===== src/rtl/regfile_writeback.sv =====
`default_nettype none
// ============================================================================
//  Module      : regfile_writeback
//  Description : Write-side front end of the 32 x XLEN register file. Merges
//                ALU and LSU writeback results (LSU has fixed priority),
//                buffers them in a DEPTH-entry FIFO and drains at most one
//                registered write per cycle. Provides a pending-register
//                scoreboard for decode hazard checks.
//  Option      : REGWB_BYPASS_EN - when defined, o_fwd_data_k returns the
//                youngest outstanding value for query k; otherwise tied to 0.
//  Revision    : 1.0 - initial release
// ============================================================================
module regfile_writeback #(
    parameter int XLEN  = 32,
    parameter int DEPTH = 4
) (
    input  logic            i_clk,
    input  logic            i_reset,
    input  logic            i_alu_valid,
    input  logic [4:0]      i_alu_rd,
    input  logic [XLEN-1:0] i_alu_data,
    output logic            o_alu_ready,
    input  logic            i_lsu_valid,
    input  logic [4:0]      i_lsu_rd,
    input  logic [XLEN-1:0] i_lsu_data,
    output logic            o_lsu_ready,
    input  logic            i_stall,
    output logic            o_we,
    output logic [4:0]      o_write_register,
    output logic [XLEN-1:0] o_write_data,
    input  logic [4:0]      i_query_reg_1,
    input  logic [4:0]      i_query_reg_2,
    output logic            o_pending_1,
    output logic            o_pending_2,
    output logic [XLEN-1:0] o_fwd_data_1,
    output logic [XLEN-1:0] o_fwd_data_2
);

    localparam int          PW      = (DEPTH > 1) ? $clog2(DEPTH) : 1;
    localparam logic [PW:0] C_DEPTH = (PW + 1)'(DEPTH);

    // FIFO storage (contents are don't-care outside the valid window)
    logic [4:0]      rd_mem_q   [DEPTH];
    logic [XLEN-1:0] data_mem_q [DEPTH];

    logic [PW-1:0]   rptr_q, rptr_d;
    logic [PW-1:0]   wptr_q, wptr_d;
    logic [PW:0]     count_q, count_d;
    logic            we_q, we_d;
    logic [4:0]      wreg_q, wreg_d;
    logic [XLEN-1:0] wdata_q, wdata_d;

    logic            w_full;
    logic            w_lsu_acc;
    logic            w_alu_acc;
    logic            w_push;
    logic            w_pop;
    logic [4:0]      w_push_rd;
    logic [XLEN-1:0] w_push_data;

    assign w_full = (count_q == C_DEPTH);

    // Ready generation and push/pop decision; an rd of x0 completes the
    // handshake but is dropped before it reaches the FIFO
    always_comb begin
        o_lsu_ready = !i_reset && !w_full;
        o_alu_ready = !i_reset && !w_full && !i_lsu_valid;
        w_lsu_acc   = i_lsu_valid && o_lsu_ready;
        w_alu_acc   = i_alu_valid && o_alu_ready;
        w_push_rd   = w_lsu_acc ? i_lsu_rd   : i_alu_rd;
        w_push_data = w_lsu_acc ? i_lsu_data : i_alu_data;
        w_push      = (w_lsu_acc || w_alu_acc) && (w_push_rd != 5'd0);
        w_pop       = !i_stall && (count_q != '0);
    end

    // Next-state for pointers, occupancy and the registered write port
    always_comb begin
        rptr_d  = rptr_q + PW'(w_pop);
        wptr_d  = wptr_q + PW'(w_push);
        count_d = count_q + (PW + 1)'(w_push) - (PW + 1)'(w_pop);
        we_d    = w_pop;
        wreg_d  = wreg_q;
        wdata_d = wdata_q;
        if (w_pop) begin
            wreg_d  = rd_mem_q[rptr_q];
            wdata_d = data_mem_q[rptr_q];
        end
    end

    // Control state register with synchronous reset
    always_ff @(posedge i_clk) begin
        if (i_reset) begin
            rptr_q  <= '0;
            wptr_q  <= '0;
            count_q <= '0;
            we_q    <= 1'b0;
            wreg_q  <= 5'd0;
            wdata_q <= '0;
        end else begin
            rptr_q  <= rptr_d;
            wptr_q  <= wptr_d;
            count_q <= count_d;
            we_q    <= we_d;
            wreg_q  <= wreg_d;
            wdata_q <= wdata_d;
        end
    end

    // FIFO entry write; emptied logically by the count reset
    always_ff @(posedge i_clk) begin
        if (w_push) begin
            rd_mem_q[wptr_q]   <= w_push_rd;
            data_mem_q[wptr_q] <= w_push_data;
        end
    end

    assign o_we             = we_q;
    assign o_write_register = wreg_q;
    assign o_write_data     = wdata_q;

    logic [4:0]      w_query [2];
    logic            w_pend  [2];
    logic [PW-1:0]   w_idx;
`ifdef REGWB_BYPASS_EN
    logic [XLEN-1:0] w_fwd   [2];
`endif

    assign w_query[0] = i_query_reg_1;
    assign w_query[1] = i_query_reg_2;

    // Scoreboard search: output register first, then FIFO oldest to newest,
    // so the last hit is the youngest value
    always_comb begin
        w_idx = '0;
        for (int q = 0; q < 2; q++) begin
            w_pend[q] = 1'b0;
`ifdef REGWB_BYPASS_EN
            w_fwd[q]  = '0;
`endif
            if (we_q && (wreg_q == w_query[q])) begin
                w_pend[q] = 1'b1;
`ifdef REGWB_BYPASS_EN
                w_fwd[q]  = wdata_q;
`endif
            end
            for (int k = 0; k < DEPTH; k++) begin
                w_idx = rptr_q + PW'(k);
                if (((PW + 1)'(k) < count_q) && (rd_mem_q[w_idx] == w_query[q])) begin
                    w_pend[q] = 1'b1;
`ifdef REGWB_BYPASS_EN
                    w_fwd[q]  = data_mem_q[w_idx];
`endif
                end
            end
            if (w_query[q] == 5'd0) begin
                w_pend[q] = 1'b0;
`ifdef REGWB_BYPASS_EN
                w_fwd[q]  = '0;
`endif
            end
        end
    end

    assign o_pending_1 = w_pend[0];
    assign o_pending_2 = w_pend[1];

`ifdef REGWB_BYPASS_EN
    assign o_fwd_data_1 = w_fwd[0];
    assign o_fwd_data_2 = w_fwd[1];
`else
    assign o_fwd_data_1 = '0;
    assign o_fwd_data_2 = '0;
`endif

endmodule
`default_nettype wire

===== config.mk =====
export PLATFORM = sky130hd
export DESIGN_NAME = regfile_writeback
export DESIGN_NICKNAME = d
export VERILOG_FILES = /design/src/rtl/regfile_writeback.sv
export SDC_FILE = /design/constraint.sdc
export NUM_CORES = 1
export LEC_CHECK = 0
export CAP_MARGIN = 20
export CORE_UTILIZATION = 30
export DETAILED_ROUTE_END_ITERATION = 8
export GPL_TIMING_DRIVEN = 0
export MAX_ROUTING_LAYER = met4
export PLACE_DENSITY_LB_ADDON = 0.2
export SLEW_MARGIN = 30
export SYNTH_ARGS = -nofsm -noshare
export SYNTH_HDL_FRONTEND = slang
export SYNTH_SLANG_ARGS = --single-unit

===== constraint.sdc =====
create_clock -name i_clk -period 5.9 [get_ports i_clk]
set_input_delay 1.18 -clock i_clk [delete_from_list [all_inputs] [get_ports i_clk]]
set_output_delay 1.18 -clock i_clk [all_outputs]
set_load 0.03 [all_outputs]

# After elaboration in Yosys (flattened, before gate mapping)
# Memory sizes are Yosys's and may differ from the RTL's. A register that Yosys moved wholly into a read port is not among the register bits.
# Index checks and enable logic that the tools add are counted.
# word_totals
reg_bits	13
mem_bits_rw	148
inputBits	89
output_inout_bits	106
wordCells	71
memories	2
# classes
n_addsub	7
n_lt_le_gt_ge	4
eq_ne	11
n_mux	17
reduce_logical	25
# mem_list
name	words	width	read_ports	rd_clocked_by_memory_dff	write_ports	line_no	source
data_mem_q	4	32	1	1	1	44	logic [XLEN-1:0] data_mem_q [DEPTH];
rd_mem_q	4	5	4	1	1	43	logic [4:0] rd_mem_q [DEPTH];
# ops
cell	count
equality test 5 bit	10
two-way mux 32 bit	1
logical AND 1 bit	16
two-way mux 1 bit	14
zero test 5 bit	2
< comparator 1 x 3 -> 1 bit, first input constant	2
< comparator 2 x 3 -> 1 bit, first input constant	2
two-way mux 5 bit	1
nonzero test 5 bit	1
adder 2 x 1 -> 2 bit	2
adder 2 bit, second input constant	2
zero test 1 bit	4
adder 3 x 1 -> 3 bit	1
equality test 3 bit, second input constant	1
nonzero test 3 bit	1
subtractor 3 x 1 -> 3 bit	1
adder 2 x 1 -> 2 bit, second input constant	1
two-way mux 2 bit	1
logical OR 1 bit	1

# Logic depth before layout (Yosys ltp)
# logic_depth
word_depth	9
ltp_mapped	11

# Least setup slack after synthesis
# Ideal clock, no wire load.
# synth_path
path_kind	input port to flip-flop
from	input i_reset
to	memory data_mem_q[1][0] (enable)
setup_ps	485
t_arrival_ps	4574
required_ps	5415
setup_slack_ps	841
cell_stages	5
n_path_buf	1
cell_sequence	clkbuf_1 -> a21o_1 -> a31oi_1 -> o21ai_1 -> nor3b_1
# synth_via
elab_chain_cells	8
# synth_rtl
item	line_no	source
start: declaration	18	input logic i_reset,
zero test 1 bit *	66, 67	
logical AND 1 bit *	66, 67	
logical AND 1 bit, on equally long branches	68, 67	
two-way mux 5 bit or logical AND 1 bit (tied branches)	70, 69	
nonzero test 5 bit or logical OR 1 bit (tied branches)	72	w_push = (w_lsu_acc || w_alu_acc) && (w_push_rd != 5'd0);
logical AND 1 bit *	72	
two-way mux 1 bit *	111	if (w_push) begin
two-way mux 1 bit (not written as such) *	113	data_mem_q[wptr_q] <= w_push_data;
end: declaration	44	
# Mark *: on every way between the ends. The rest lies on a longest branch, timed or not.

# Final worst setup path
# layout_path
from	input i_query_reg_2[2]
to	output o_pending_2
# layout_via
elab_chain_cells	8
# layout_rtl
item	line_no	source
start: declaration	32	input logic [4:0] i_query_reg_2,
equality test 5 bit	140	if (we_q && (wreg_q == w_query[q])) begin
logical AND 1 bit	140	
two-way mux 1 bit	140	
two-way mux 1 bit (4 in series)	148	if (((PW + 1)'(k) < count_q) && (rd_mem_q[w_idx] == w_query[q])) begin
two-way mux 1 bit *	155	if (w_query[q] == 5'd0) begin
end: declaration	34	output logic o_pending_2,
# Marked as above.

==> results.tsv <==
stage	metric	value	unit
status	status	completed	
synthesis	synth-edff-count	148	
final_layout	final-seq-area	5350	um^2
global_route	antenna_found_initial	0	
worst_setup_path	path_max_fanout	7	
power	powerDensity	371	nW/um^2
final_layout	multi_input_area	3340	um^2
clock_network	cts.sinks	193	
worst_setup_path	worst-setup-path-type	input port to output pin	
timing	clock.fmax	221	MHz
power	ir_drop	0.000190	V
routing	drc	0	
power	p_leak	4.24	nW
global_route	grt_usage	14.7	%
timing	hold_violations	0	
timing	worst_pin_slew	0.769	ns
min_path	hp-class	flop to flop	
global_route	grt_pass1_vias	5583	
synthesis	yosysUniqueCellTypes	44	
floorplanning	fp-row-count	63	
synthesis	synth_common_cells	148 x edfxtp_1, 77 x nand2_1, 68 x buf_4	
clock_network	htreeDepth	4	
synthesis	synthArstFlopShare	0	%
synthesis	yosysWarnings	0	
place	dp_hpwl	16000	um
timing	rsz0062_at_grt	false	
final_layout	final.fill_count	2819	
synthesis	ys.flop_type	edfxtp_1	
synthesis	ys_seq_area_share	58.3	%
floorplanning	ioPinCount	195	
routing	antenna_left	0	
routing	via_per_inst	4.35	
synthesis	synthesis.area	9170	um^2
worst_setup_path	r2r_slack	3.19	ns
clock_network	clockBufferDepth	2	
worst_setup_path	startpoint_type	input port	
routing	m1WireLength	9650	um
synthesis	yosys.area.top_type	edfxtp_1	
routing	vias	5553	
floorplanning	die_w	177	um
power	clkPwrFrac	27.0	%
power	internal_power	2.90	mW
timing	fin_setup_tns	0	ns
routing	wirelength	21600	um
place	gp_congestion	0.834	
timing	finalMaxSlewViolations	0	
power	pwr-share-seq	39.3	%
clock_network	ctsHoldBuffers	0	
timing	period_minus_slack	4.53	ns
worst_setup_path	crit_required	4.72	ns
floorplanning	start_util	30.7	%
power	power_switching	1.50	mW
timing	slew_headroom	48.7	%
synthesis	ys_ff_latch	193	
floorplanning	placeableCoreArea	29900	um^2
global_route	grt_overflow	0	
clock_network	cts_inserted_buffers	17	
timing	period_share	76.7	%
timing	setup_viol	0	
clock_network	cts_tree	done	
routing	highest_layer	met4	
clock_network	clock_latency	0.45	ns
global_route	grt_pass1_wl	32500	um
synthesis	syn_area_per_cell	13.9	um^2
floorplanning	die_h	177	um
clock_network	cts-resized-gates	0	
final_layout	area_growth_syn_to_layout	29.6	%
place	place_inst	1244	
clock_network	postCtsSetupBuffers	0	
worst_setup_path	crit_path_end_kind	output pin	
synthesis	synth_top_area_share	48.5	%
final_layout	fin_cells	1276	
run	cap_viol_max_count	0	
routing	drt_iter0_drc	353	
global_route	grt_start_max_net_pins	24	
place	io_buffers	119	
synthesis	netlist_top_cells_area	edfxtp_1 48%, dfxtp_1 9.8%, mux4_2 9.6%, buf_4 5.6%, mux2_2 5.0%	
routing	drtPass1Iterations	4	
synthesis	synth_cells	658	
synthesis	yosysMostFrequentCell	edfxtp_1	
final_layout	layout.nets	969	
power	pwr-share-comb	33.7	%
final_layout	drive_gt1_share	24.7	%
clock_network	clock-root-buffer	clkbuf_16	
routing	wl_met3	858	um
worst_setup_path	crit_arrival	3.35	ns
power	p_sw_share	34.1	%
timing	clock_skew	0.0155	ns
clock_network	clk_pin_slew	0.08	ns
final_layout	n_antenna_cell	0	
floorplanning	die_area	31300	um^2
routing	dr_wl_met2	10800	um
routing	wl_per_cell	16.9	um
==> cell usage in the layout, fill, tap and decap left out, drive strengths merged, types with 6 or more instances in the layout <==
cell type and instances:
dfxtp 45, edfxtp 148, nand2 77, clkdlybuf4s50 119, nor3 6, nor4 9
conb 64, nor2 12, mux4 39, clkbuf 36, inv 22, xnor2 26
mux2 41, xor2 30, buf 100, a21oi 39, ha 6, mux2i 28
==> metal layers <==
metal	GRT usage (%)	vias to the layer above
met5	-	-
met4	3.92	0
met3	2.21	17
met2	25.2	176
met1	18.0	2662
li1	-	2698
==> power groups by stage <==
stage               Clock (mW)  Combinational, mW  Sequential [mW]
floorplan                    0              0.911             1.88
global placement             0               1.49             1.78
detailed placement           0               1.51             1.77
CTS                       1.21               1.51             1.74
global route              1.26               1.61             1.75
finish                    1.19               1.49             1.73
==> final timing paths <==
kind	end	start	depth (start not counted)
min reg2reg	o_write_data[22]	o_write_data[22]	2
max	o_pending_2	i_query_reg_2[2]	8
max reg2reg	count_q[2]	count_q[1]	11
min	o_write_data[22]	o_write_data[22]	2
==> metrics by stage <==
step	util [%]	hold WS, ns	area (um^2)	power, mW	setup slack, ns
detailed placement	37.7	0.449	11300	3.28	1.38
global route	39.8	0.482	11900	4.63	1.22
finish	39.8	0.459	11900	4.41	1.37
floorplan	-	0.529	9410	2.79	0.841
CTS	39.8	0.461	11900	4.47	1.37
global placement	37.1	0.446	11100	3.26	-2.17
==> worst max-delay path: stages <==
cell and delay [ns]:
buf_1 0.39, xnor2_1 0.19, a211oi_1 0.20, a21oi_1 0.11, nor4_1 0.29, a31oi_1 0.08
a22oi_1 0.21, clkdlybuf4s50_1 0.70
==> flip-flops by register name (all words and copies together), names as in the netlist <==
register and count:
rd_mem_q 20, wptr_q 2, rptr_q 2, o_write_register 5, o_write_data 32, data_mem_q 128, o_we 1, count_q 3
==> layout make-up <==
| cell class | instances | share of cell area (%) |
|---|---|---|
| plain buffers | 105 | 5.90 |
| clock buffers | 17 | 3.58 |
| clock inverters | 15 | 1.63 |
| inverters | 12 | 0.379 |
| multi-input cells | 411 | 28.1 |
| flip-flops and latches | 193 | 45.0 |
| well taps | 390 | 4.10 |
| repair buffers | 133 | 11.3 |
==> cells by family after synthesis <==
logic type	share of synthesized area, %
other cells	0.0409
compound gates	3.22
simple gates	5.92
flops	58.3
xor+xnor	5.35
mux	18.0
fa+ha+maj	1.04
buf+inv	8.14
Note: power is estimated with default switching activity, not from simulation.
